$ cat src/rtl/note_generator_pkg.sv
// Shared constants, note names and helpers for the note generator.
`timescale 1ns/1ps
package note_pkg;

    localparam int NUM_NOTES = 12;
    localparam int CNT_W     = 16;
    localparam int LEVEL_W   = 4;
    localparam int PWM_STEPS = 12;

    typedef enum logic [3:0] {
        NOTE_C,
        NOTE_CS,
        NOTE_D,
        NOTE_DS,
        NOTE_E,
        NOTE_F,
        NOTE_FS,
        NOTE_G,
        NOTE_GS,
        NOTE_A,
        NOTE_AS,
        NOTE_B
    } note_e;

    function automatic logic [LEVEL_W-1:0] popcount(
        input logic [NUM_NOTES-1:0] v
    );
        logic [LEVEL_W-1:0] s;
        s = '0;
        for (int i = 0; i < NUM_NOTES; i++) begin
            s = s + LEVEL_W'(v[i]);
        end
        return s;
    endfunction

endpackage

$ cat src/rtl/note_generator_if.sv
// Key/divider inputs and audio outputs of the note generator.
`timescale 1ns/1ps
interface note_generator_if;
    import note_pkg::*;

    logic [NUM_NOTES-1:0] keys;
    logic [CNT_W-1:0]     div0;
    logic [CNT_W-1:0]     div1;
    logic [CNT_W-1:0]     div2;
    logic [CNT_W-1:0]     div3;
    logic [CNT_W-1:0]     div4;
    logic [CNT_W-1:0]     div5;
    logic [CNT_W-1:0]     div6;
    logic [CNT_W-1:0]     div7;
    logic [CNT_W-1:0]     div8;
    logic [CNT_W-1:0]     div9;
    logic [CNT_W-1:0]     div10;
    logic [CNT_W-1:0]     div11;
    logic [NUM_NOTES-1:0] wave;
    logic [LEVEL_W-1:0]   mix_level;
    logic                 pwm_out;
    logic                 frame_strobe;

    modport master (
        output keys,
        output div0, div1, div2, div3,
        output div4, div5, div6, div7,
        output div8, div9, div10, div11,
        input  wave,
        input  mix_level,
        input  pwm_out,
        input  frame_strobe
    );

    modport slave (
        input  keys,
        input  div0, div1, div2, div3,
        input  div4, div5, div6, div7,
        input  div8, div9, div10, div11,
        output wave,
        output mix_level,
        output pwm_out,
        output frame_strobe
    );

endinterface

$ cat src/rtl/note_generator_tone_channel.sv
// One square-wave channel: counts half periods and toggles its wave bit.
`timescale 1ns/1ps
module tone_channel
    import note_pkg::*;
(
    input  logic             clk,
    input  logic             rst,
    input  logic             en,
    input  logic [CNT_W-1:0] div,
    output logic             wave
);

    logic [CNT_W-1:0] w_half;
    logic [CNT_W-1:0] w_cnt_nxt;
    logic             w_wave_nxt;
    logic             w_wrap;
    logic [CNT_W-1:0] r_cnt;
    logic             r_wave;

    assign w_half = div >> 1;
    // >= rather than == so a shrinking divider wraps at once
    assign w_wrap = (r_cnt >= (w_half - CNT_W'(1)));

    always_comb begin
        w_cnt_nxt  = '0;
        w_wave_nxt = 1'b0;
        if (en && (w_half != '0)) begin
            if (w_wrap) begin
                w_cnt_nxt  = '0;
                w_wave_nxt = ~r_wave;
            end else begin
                w_cnt_nxt  = r_cnt + CNT_W'(1);
                w_wave_nxt = r_wave;
            end
        end
    end

    always_ff @(posedge clk) begin
        if (rst) begin
            r_cnt  <= '0;
            r_wave <= 1'b0;
        end else begin
            r_cnt  <= w_cnt_nxt;
            r_wave <= w_wave_nxt;
        end
    end

    assign wave = r_wave;

endmodule

$ cat src/rtl/note_generator.sv
// Twelve-note square-wave generator with level mixer and optional PWM.
// PWM output stage is built only with NOTE_GENERATOR_PWM_EN defined.
`timescale 1ns/1ps
module note_generator
    import note_pkg::*;
(
    input  logic            clk,
    input  logic            rst,
    note_generator_if.slave bus
);

    logic [CNT_W-1:0]     w_div [NUM_NOTES];
    logic [NUM_NOTES-1:0] w_wave;
    logic [LEVEL_W-1:0]   r_mix_level;

    assign w_div[0]  = bus.div0;
    assign w_div[1]  = bus.div1;
    assign w_div[2]  = bus.div2;
    assign w_div[3]  = bus.div3;
    assign w_div[4]  = bus.div4;
    assign w_div[5]  = bus.div5;
    assign w_div[6]  = bus.div6;
    assign w_div[7]  = bus.div7;
    assign w_div[8]  = bus.div8;
    assign w_div[9]  = bus.div9;
    assign w_div[10] = bus.div10;
    assign w_div[11] = bus.div11;

    for (genvar g = 0; g < NUM_NOTES; g++) begin : g_ch
        tone_channel u_ch (
            .clk  (clk),
            .rst  (rst),
            .en   (bus.keys[g]),
            .div  (w_div[g]),
            .wave (w_wave[g])
        );
    end

    always_ff @(posedge clk) begin
        if (rst) begin
            r_mix_level <= '0;
        end else begin
            r_mix_level <= popcount(w_wave);
        end
    end

    assign bus.wave      = w_wave;
    assign bus.mix_level = r_mix_level;

`ifdef NOTE_GENERATOR_PWM_EN
    localparam logic [LEVEL_W-1:0] PwmLast =
        LEVEL_W'(PWM_STEPS - 1);

    logic [LEVEL_W-1:0] r_pwm_cnt;
    logic [LEVEL_W-1:0] r_frame_level;
    logic [LEVEL_W-1:0] w_pwm_cnt_nxt;
    logic [LEVEL_W-1:0] w_level;
    logic               r_pwm_out;
    logic               r_frame_strobe;

    always_comb begin
        w_pwm_cnt_nxt = r_pwm_cnt + LEVEL_W'(1);
        if (r_pwm_cnt == PwmLast) begin
            w_pwm_cnt_nxt = '0;
        end
        // first step of a frame compares against the value being latched
        w_level = r_frame_level;
        if (r_pwm_cnt == '0) begin
            w_level = r_mix_level;
        end
    end

    always_ff @(posedge clk) begin
        if (rst) begin
            r_pwm_cnt      <= '0;
            r_frame_level  <= '0;
            r_pwm_out      <= 1'b0;
            r_frame_strobe <= 1'b0;
        end else begin
            r_pwm_cnt      <= w_pwm_cnt_nxt;
            if (r_pwm_cnt == '0) begin
                r_frame_level <= r_mix_level;
            end
            r_pwm_out      <= (r_pwm_cnt < w_level);
            r_frame_strobe <= (w_pwm_cnt_nxt == '0);
        end
    end

    assign bus.pwm_out      = r_pwm_out;
    assign bus.frame_strobe = r_frame_strobe;
`else
    assign bus.pwm_out      = 1'b0;
    assign bus.frame_strobe = 1'b0;
`endif

endmodule

$ cat src/flat_wrapper.sv
// flat-port wrapper written by rule: the top's interface ports become plain ports
module note_generator_flat import note_pkg::*;
  (clk, rst, bus_keys, bus_div0, bus_div1, bus_div2, bus_div3, bus_div4, bus_div5, bus_div6, bus_div7, bus_div8, bus_div9, bus_div10, bus_div11, bus_wave, bus_mix_level, bus_pwm_out, bus_frame_strobe);
  note_generator_if bus_i ();
  input  logic clk;
  input  logic rst;
  input wire logic [$bits(bus_i.keys)-1:0] bus_keys;
  input wire logic [$bits(bus_i.div0)-1:0] bus_div0;
  input wire logic [$bits(bus_i.div1)-1:0] bus_div1;
  input wire logic [$bits(bus_i.div2)-1:0] bus_div2;
  input wire logic [$bits(bus_i.div3)-1:0] bus_div3;
  input wire logic [$bits(bus_i.div4)-1:0] bus_div4;
  input wire logic [$bits(bus_i.div5)-1:0] bus_div5;
  input wire logic [$bits(bus_i.div6)-1:0] bus_div6;
  input wire logic [$bits(bus_i.div7)-1:0] bus_div7;
  input wire logic [$bits(bus_i.div8)-1:0] bus_div8;
  input wire logic [$bits(bus_i.div9)-1:0] bus_div9;
  input wire logic [$bits(bus_i.div10)-1:0] bus_div10;
  input wire logic [$bits(bus_i.div11)-1:0] bus_div11;
  output wire logic [$bits(bus_i.wave)-1:0] bus_wave;
  output wire logic [$bits(bus_i.mix_level)-1:0] bus_mix_level;
  output wire logic [$bits(bus_i.pwm_out)-1:0] bus_pwm_out;
  output wire logic [$bits(bus_i.frame_strobe)-1:0] bus_frame_strobe;
  assign bus_i.keys = bus_keys;
  assign bus_i.div0 = bus_div0;
  assign bus_i.div1 = bus_div1;
  assign bus_i.div2 = bus_div2;
  assign bus_i.div3 = bus_div3;
  assign bus_i.div4 = bus_div4;
  assign bus_i.div5 = bus_div5;
  assign bus_i.div6 = bus_div6;
  assign bus_i.div7 = bus_div7;
  assign bus_i.div8 = bus_div8;
  assign bus_i.div9 = bus_div9;
  assign bus_i.div10 = bus_div10;
  assign bus_i.div11 = bus_div11;
  assign bus_wave = bus_i.wave;
  assign bus_mix_level = bus_i.mix_level;
  assign bus_pwm_out = bus_i.pwm_out;
  assign bus_frame_strobe = bus_i.frame_strobe;
  note_generator u_core (.clk(clk), .rst(rst), .bus(bus_i));
endmodule
$ cat config.mk
export PLATFORM = sky130hd
export DESIGN_NAME = note_generator_flat
export DESIGN_NICKNAME = d
export VERILOG_FILES = /design/src/rtl/note_generator_pkg.sv /design/src/rtl/note_generator_if.sv /design/src/rtl/note_generator_tone_channel.sv /design/src/rtl/note_generator.sv /design/src/flat_wrapper.sv
export SDC_FILE = /design/constraint.sdc
export NUM_CORES = 1
export LEC_CHECK = 0
export BUFFER_PORTS_ARGS = -buffer_cell sky130_fd_sc_hd__clkbuf_2
export CAP_MARGIN = 10
export CORE_ASPECT_RATIO = 1.4
export CORE_MARGIN = 2
export CORE_UTILIZATION = 40
export CTS_CLUSTER_SIZE = 10
export DETAILED_ROUTE_END_ITERATION = 12
export PLACE_DENSITY_LB_ADDON = 0.3
export SLEW_MARGIN = 0
export SYNTH_ARGS = -nofsm -noshare
export SYNTH_HDL_FRONTEND = slang
export SYNTH_SLANG_ARGS = --single-unit
$ cat constraint.sdc
create_clock -name clk -period 4 [get_ports clk]
set_clock_uncertainty 0.2 [all_clocks]
set_input_delay 0.6 -clock clk [delete_from_list [all_inputs] [get_ports clk]]
set_output_delay 0.6 -clock clk [all_outputs]
set_load 0.05 [all_outputs]
-- Word level (Yosys, flattened, before mapping)
Index checks and enable logic that the tools add are counted.
- input port bits: 206
- flip-flop bits (word level): 208
- logic and storage cells: 144
- output and inout bits: 18
- order comparisons: 12
- bitwise operators: 24
- add/sub/neg operators: 35
- reductions and logical operators: 48
- operators by type and width (operator ; count):
    adder 16 x 1 -> 16 bit (second input constant) ; 12
    greater-or-equal comparator 16 bit ; 12
    nonzero test 16 bit ; 12
    subtractor 15 x 1 -> 16 bit (second input constant) ; 12
    adder 4 x 1 -> 4 bit ; 10
    OR reduction 3 bit ; 12
    inverter 1 bit ; 24
    OR reduction 2 bit ; 12
    logical AND 1 bit ; 12
    adder 1 x 1 -> 2 bit ; 1

-- Longest topological paths before layout
- depth after elaboration: 11
- gate-level depth with buffers: 14

-- Modules after synthesis
From an unflattened synthesis, not the netlist that was laid out.
- cell total of the unflattened synthesis: 1948
- area, all modules: 16435.8 sq um
- modules (own cells, without submodules) (module ; cells an instance ; area each (sq um) ; sequential area each (sq um) ; times used):
    tone_channel (u_core.g_ch[10].u_ch ...) ; 159 ; 1335.0 ; 340.3 ; 9
    tone_channel (u_core.g_ch[0].u_ch ...) ; 158 ; 1337.5 ; 340.3 ; 3
    note_generator ; 43 ; 407.9 ; 80.1 ; 1

-- Least setup slack after synthesis
Ideal clock, no wire load.
- kind: input to register
- start: input bus_div3[1]
- end: register u_core.g_ch[3].u_ch.r_cnt[14]
- stages: 13
- path buffers: 1
- arrival time: 3.634 ns
- library setup time: 0.115 ns
- path slack: 0.051 ns
- cell sequence: inv_1 ha_1 or4b_2 nor4_2 nand3b_1 xor2_1 ha_1 and3_1 and3_1 or4b_2 nand4_2 buf_4 nor2_1
- cells in the longest elaborated chain, start to end: 4
- elaborated cells between the ends (all ways): 6
- classes of those cells: add/sub (1); order compare (1); bitwise (1); reduce/logical (3)
- RTL lines (item ; RTL line ; text):
    from (decl) ; flat_wrapper.sv:11 ; input wire logic [$bits(bus_i.div3)-1:0] bus_div3;
    parallel branches: the longest is 3 deep, another holds subtractor 15 x 1 -> 16 bit ; -- ;
    OR reduction 3 bit (no line) (*) ; -- ;
    to (signal assigned) ; note_generator_tone_channel.sv:43 ; r_cnt <= w_cnt_nxt;
    to (decl) ; note_generator_tone_channel.sv:17 ; logic [CNT_W-1:0] r_cnt;
Mark *: on every way between the ends.
A chain may end at the register's enable or synchronous reset.

-- Worst setup path after layout
- start: input bus_div3[1]
- end: register u_core.g_ch[3].u_ch.r_cnt[9]
The elaborated chain is that of the path after synthesis.

==> results.py <==
metrics = {
    "setup_path": {
        "timing_worst_setup_path_type": "primary input to flop",
        "cp-end-kind": "flop",
        "startpoint_type": "primary input",
        "cp.required_ns": 4.22,
        "timing.critical_path.fanout_max": 16,
        "arrival_ns": 3.96,
    },
    "grt": {
        "track_usage_pct": 17.58,
        "busiest_layer": "met2",
        "use_met2_pct": 33.44,
        "grt_max_degree": 19,
        "met1_usage_pct": 19.94,
        "grt_pass1_vias": 13780,
        "grt_pass1_wl_um": 62220,
        "grtUsageMet3_pct": 2.830,
        "grt_antenna_before_repair": 3,
        "grt_overflow": 0,
    },
    "clocking": {
        "clk_pin_slew_ns": 0.06,
        "ctsResizeCount": 0,
        "numClockSinks": 208,
        "htreeDepth": 1,
        "cts_made_buffers": 26,
        "cts_tree": "done",
        "worstSkewPairLatency_ns": 0.53,
        "postCtsSetupBuffers": 0,
        "cts-hold-fix-buffers": 0,
        "ctsRootBufferMaster": "clkbuf_16",
        "clock_path_buffers": 3,
    },
    "floorplan": {
        "row_count": 86,
        "die_h_um": 240.2,
        "die_area_um2": 41500,
        "start_util_pct": 40.48,
        "num_io_pins": 224,
        "design.core.area_um2": 39380,
        "die_w_um": 172.7,
    },
    "place": {
        "place_congestion": 0.8055,
        "post-place-ws_ns": -0.2756,
        "place_inst": 2664,
        "port_buffers": 209,
        "hpwl_um": 29790,
        "place_area_um2": 17860,
    },
    "run_status": {
        "status": "complete, no violations",
    },
    "logic_synthesis": {
        "synth_fa_ha_area_share_pct": 18.14,
        "synth_xor_area_share_pct": 17.69,
        "synth.distinct_cells": 68,
        "synthFlopType": "dfxtp_1",
        "synthSimpleGateAreaFrac_pct": 27.35,
        "ys_seq_area_share_pct": 26.12,
        "synth_edf_count": 0,
        "synth_compound_area_share_pct": 7.039,
        "synth_mux_area_share_pct": 0.2747,
        "synth_top_family_by_area": "simple AND/OR/NAND/NOR gates",
        "syn_area_per_cell_um2": 8.317,
        "syn_area_um2": 15940,
        "async_flop_share_pct": 0,
        "yosysWarnings": 0,
        "ys_ff_latch": 208,
        "syn_inst": 1917,
    },
    "min_path": {
        "hold_class": "primary input to flop",
    },
    "pwr": {
        "p_leak_nw": 7.603,
        "ir_drop_v": 0.0003034,
        "p_per_area_nw_per_um2": 262.1,
    },
    "detailed_routing": {
        "drtIter0Drc": 532,
        "avgViaCountPerCell": 5.190,
        "wl_um": 36810,
        "num_vias": 14020,
        "routedWlPerCell_um": 13.63,
        "postRouteAntennaNets": 0,
        "drt_first_pass_iters": 5,
        "remaining_drc_errors": 0,
    },
    "sta": {
        "min_period_ns": 3.736,
        "maxSlewViolCount": 0,
        "grt_setup_unrepaired": "no",
        "slew_headroom_pct": 38.97,
        "layout_setup_ws_ns": 0.2639,
        "hold_viol": 0,
        "whs_ns": 0.2186,
        "post-route-period-util_pct": 93.40,
        "setup_viol": 0,
        "tightest_slew_ns": 0.9071,
        "fmaxAchievable_mhz": 267.7,
    },
    "finish": {
        "area_growth_pct": 16.85,
        "final_cells": 2701,
        "fin_util_pct": 47.31,
        "antenna_cells": 0,
        "fin_area_um2": 18630,
        "final_nets": 2597,
        "drive_above_1_share_pct": 14.68,
    },
    "job": {
        "maxCapViolCount": 0,
    },
}
-- Yosys cell counts (all sizes together), types with 32 or more instances --
master / count / area share (%)
a21oi: 71 / 2.2
and3: 41 / 1.6
dfxtp: 208 / 26
ha: 220 / 17
inv: 84 / 2.0
nand2: 136 / 3.2
nand3: 97 / 3.1
nand4: 56 / 2.2
nor2: 234 / 5.5
nor3: 142 / 4.5
nor4: 38 / 1.6
o21ai: 32 / 1.1
xnor2: 169 / 9.3
xor2: 153 / 8.4
-- per-stage QoR --
step,TNS [ns],total power [mW]
6_report,0,4.882
5_1_grt,0,5.113
4_1_cts,0,4.969
3_5_place_dp,-7.307,2.719
3_3_place_gp,-3.732,2.697
2_1_floorplan,0,2.455
-- critical path: stages --
cell and delay [ns]:
clkbuf_2 0.09, inv_1 0.08, ha_1 0.16, or4b_2 0.65, nor4_2 0.31, buf_4 0.18
nand3b_1 0.08, xor2_1 0.16, ha_1 0.29, and3_1 0.19, and3_1 0.19, or4b_2 0.63
nand4_2 0.15, buf_12 0.15, nor2_1 0.06
-- cell usage in the layout (no fill, tap or decap), drive strengths merged, types with 5 or more instances in the layout --
cell	Yosys	layout
or4b	10	10
a21o	14	14
fa	7	7
nor2	234	234
nor2b	10	10
nand3	97	97
dfxtp	208	208
nand4	56	56
buf	26	48
a31oi	5	5
xor2	153	153
nor3	142	142
clkbuf	13	243
and3	41	41
nand3b	10	10
xnor2	169	169
nand2b	21	21
and4	15	15
a2111oi	7	7
nand2	136	136
ha	220	220
nor4	38	38
or4	21	21
a21oi	71	71
nor3b	8	8
o21ai	32	32
inv	84	84
o21a	10	10
-- cells by family after synthesis --
kind of cell / Yosys count
and+or+nand+nor: 861
xor gates and xnor gates: 322
adders and majority gates: 227
DFF: 208
AOI/OAI and AO/OA: 171
buffers and inverters: 123
muxes: 4
other: 1
-- routing by layer --
metal / share of wire (%) / up-vias
li1: - / 7273
met1: 42 / 6455
met2: 51 / 228
met3: 4.3 / 57
met4: 2.6 / 6
met5: 0.11 / -
-- state kept, by name (all words and copies together), names as in the netlist --
| name | flops |
|---|---|
| u_core.g_ch.u_ch.wave | 12 |
| u_core.bus.mix_level | 4 |
| u_core.g_ch.u_ch.r_cnt | 192 |
-- worst paths after layout --
path / from / end / slack, ns / cells past startpoint
max: bus_div3[1] / u_core.g_ch[3].u_ch.r_cnt[9] / 0.26 / 15
min: bus_keys[8] / u_core.g_ch[8].u_ch.wave / 0.22 / 4
max reg2reg: u_core.g_ch[1].u_ch.wave / u_core.bus.mix_level[2] / 0.29 / 10
min reg2reg: u_core.g_ch[7].u_ch.r_cnt[0] / u_core.g_ch[7].u_ch.r_cnt[0] / 0.26 / 1
-- cell type report --
cell class | instances | area (um^2)
Inverter | 84 | 315.3
Sequential cell | 208 | 4164
Fill cell | 3925 | 20750
Clock buffer | 34 | 732.0
Multi-Input combinational cell | 1587 | 11250
Clock inverter | 3 | 42.54
Tap cell | 528 | 660.6
Timing Repair Buffer | 257 | 1469
-- report_power, final --
group | leakage, nW | switching [mW] | internal, mW
combinational | 5.55 | 0.311 | 0.261
clock | 0.377 | 0.888 | 1.32
sequential | 1.68 | 0.0150 | 2.08
total | 7.60 | 1.21 | 3.67
Note: power is estimated with default switching activity, not from simulation.
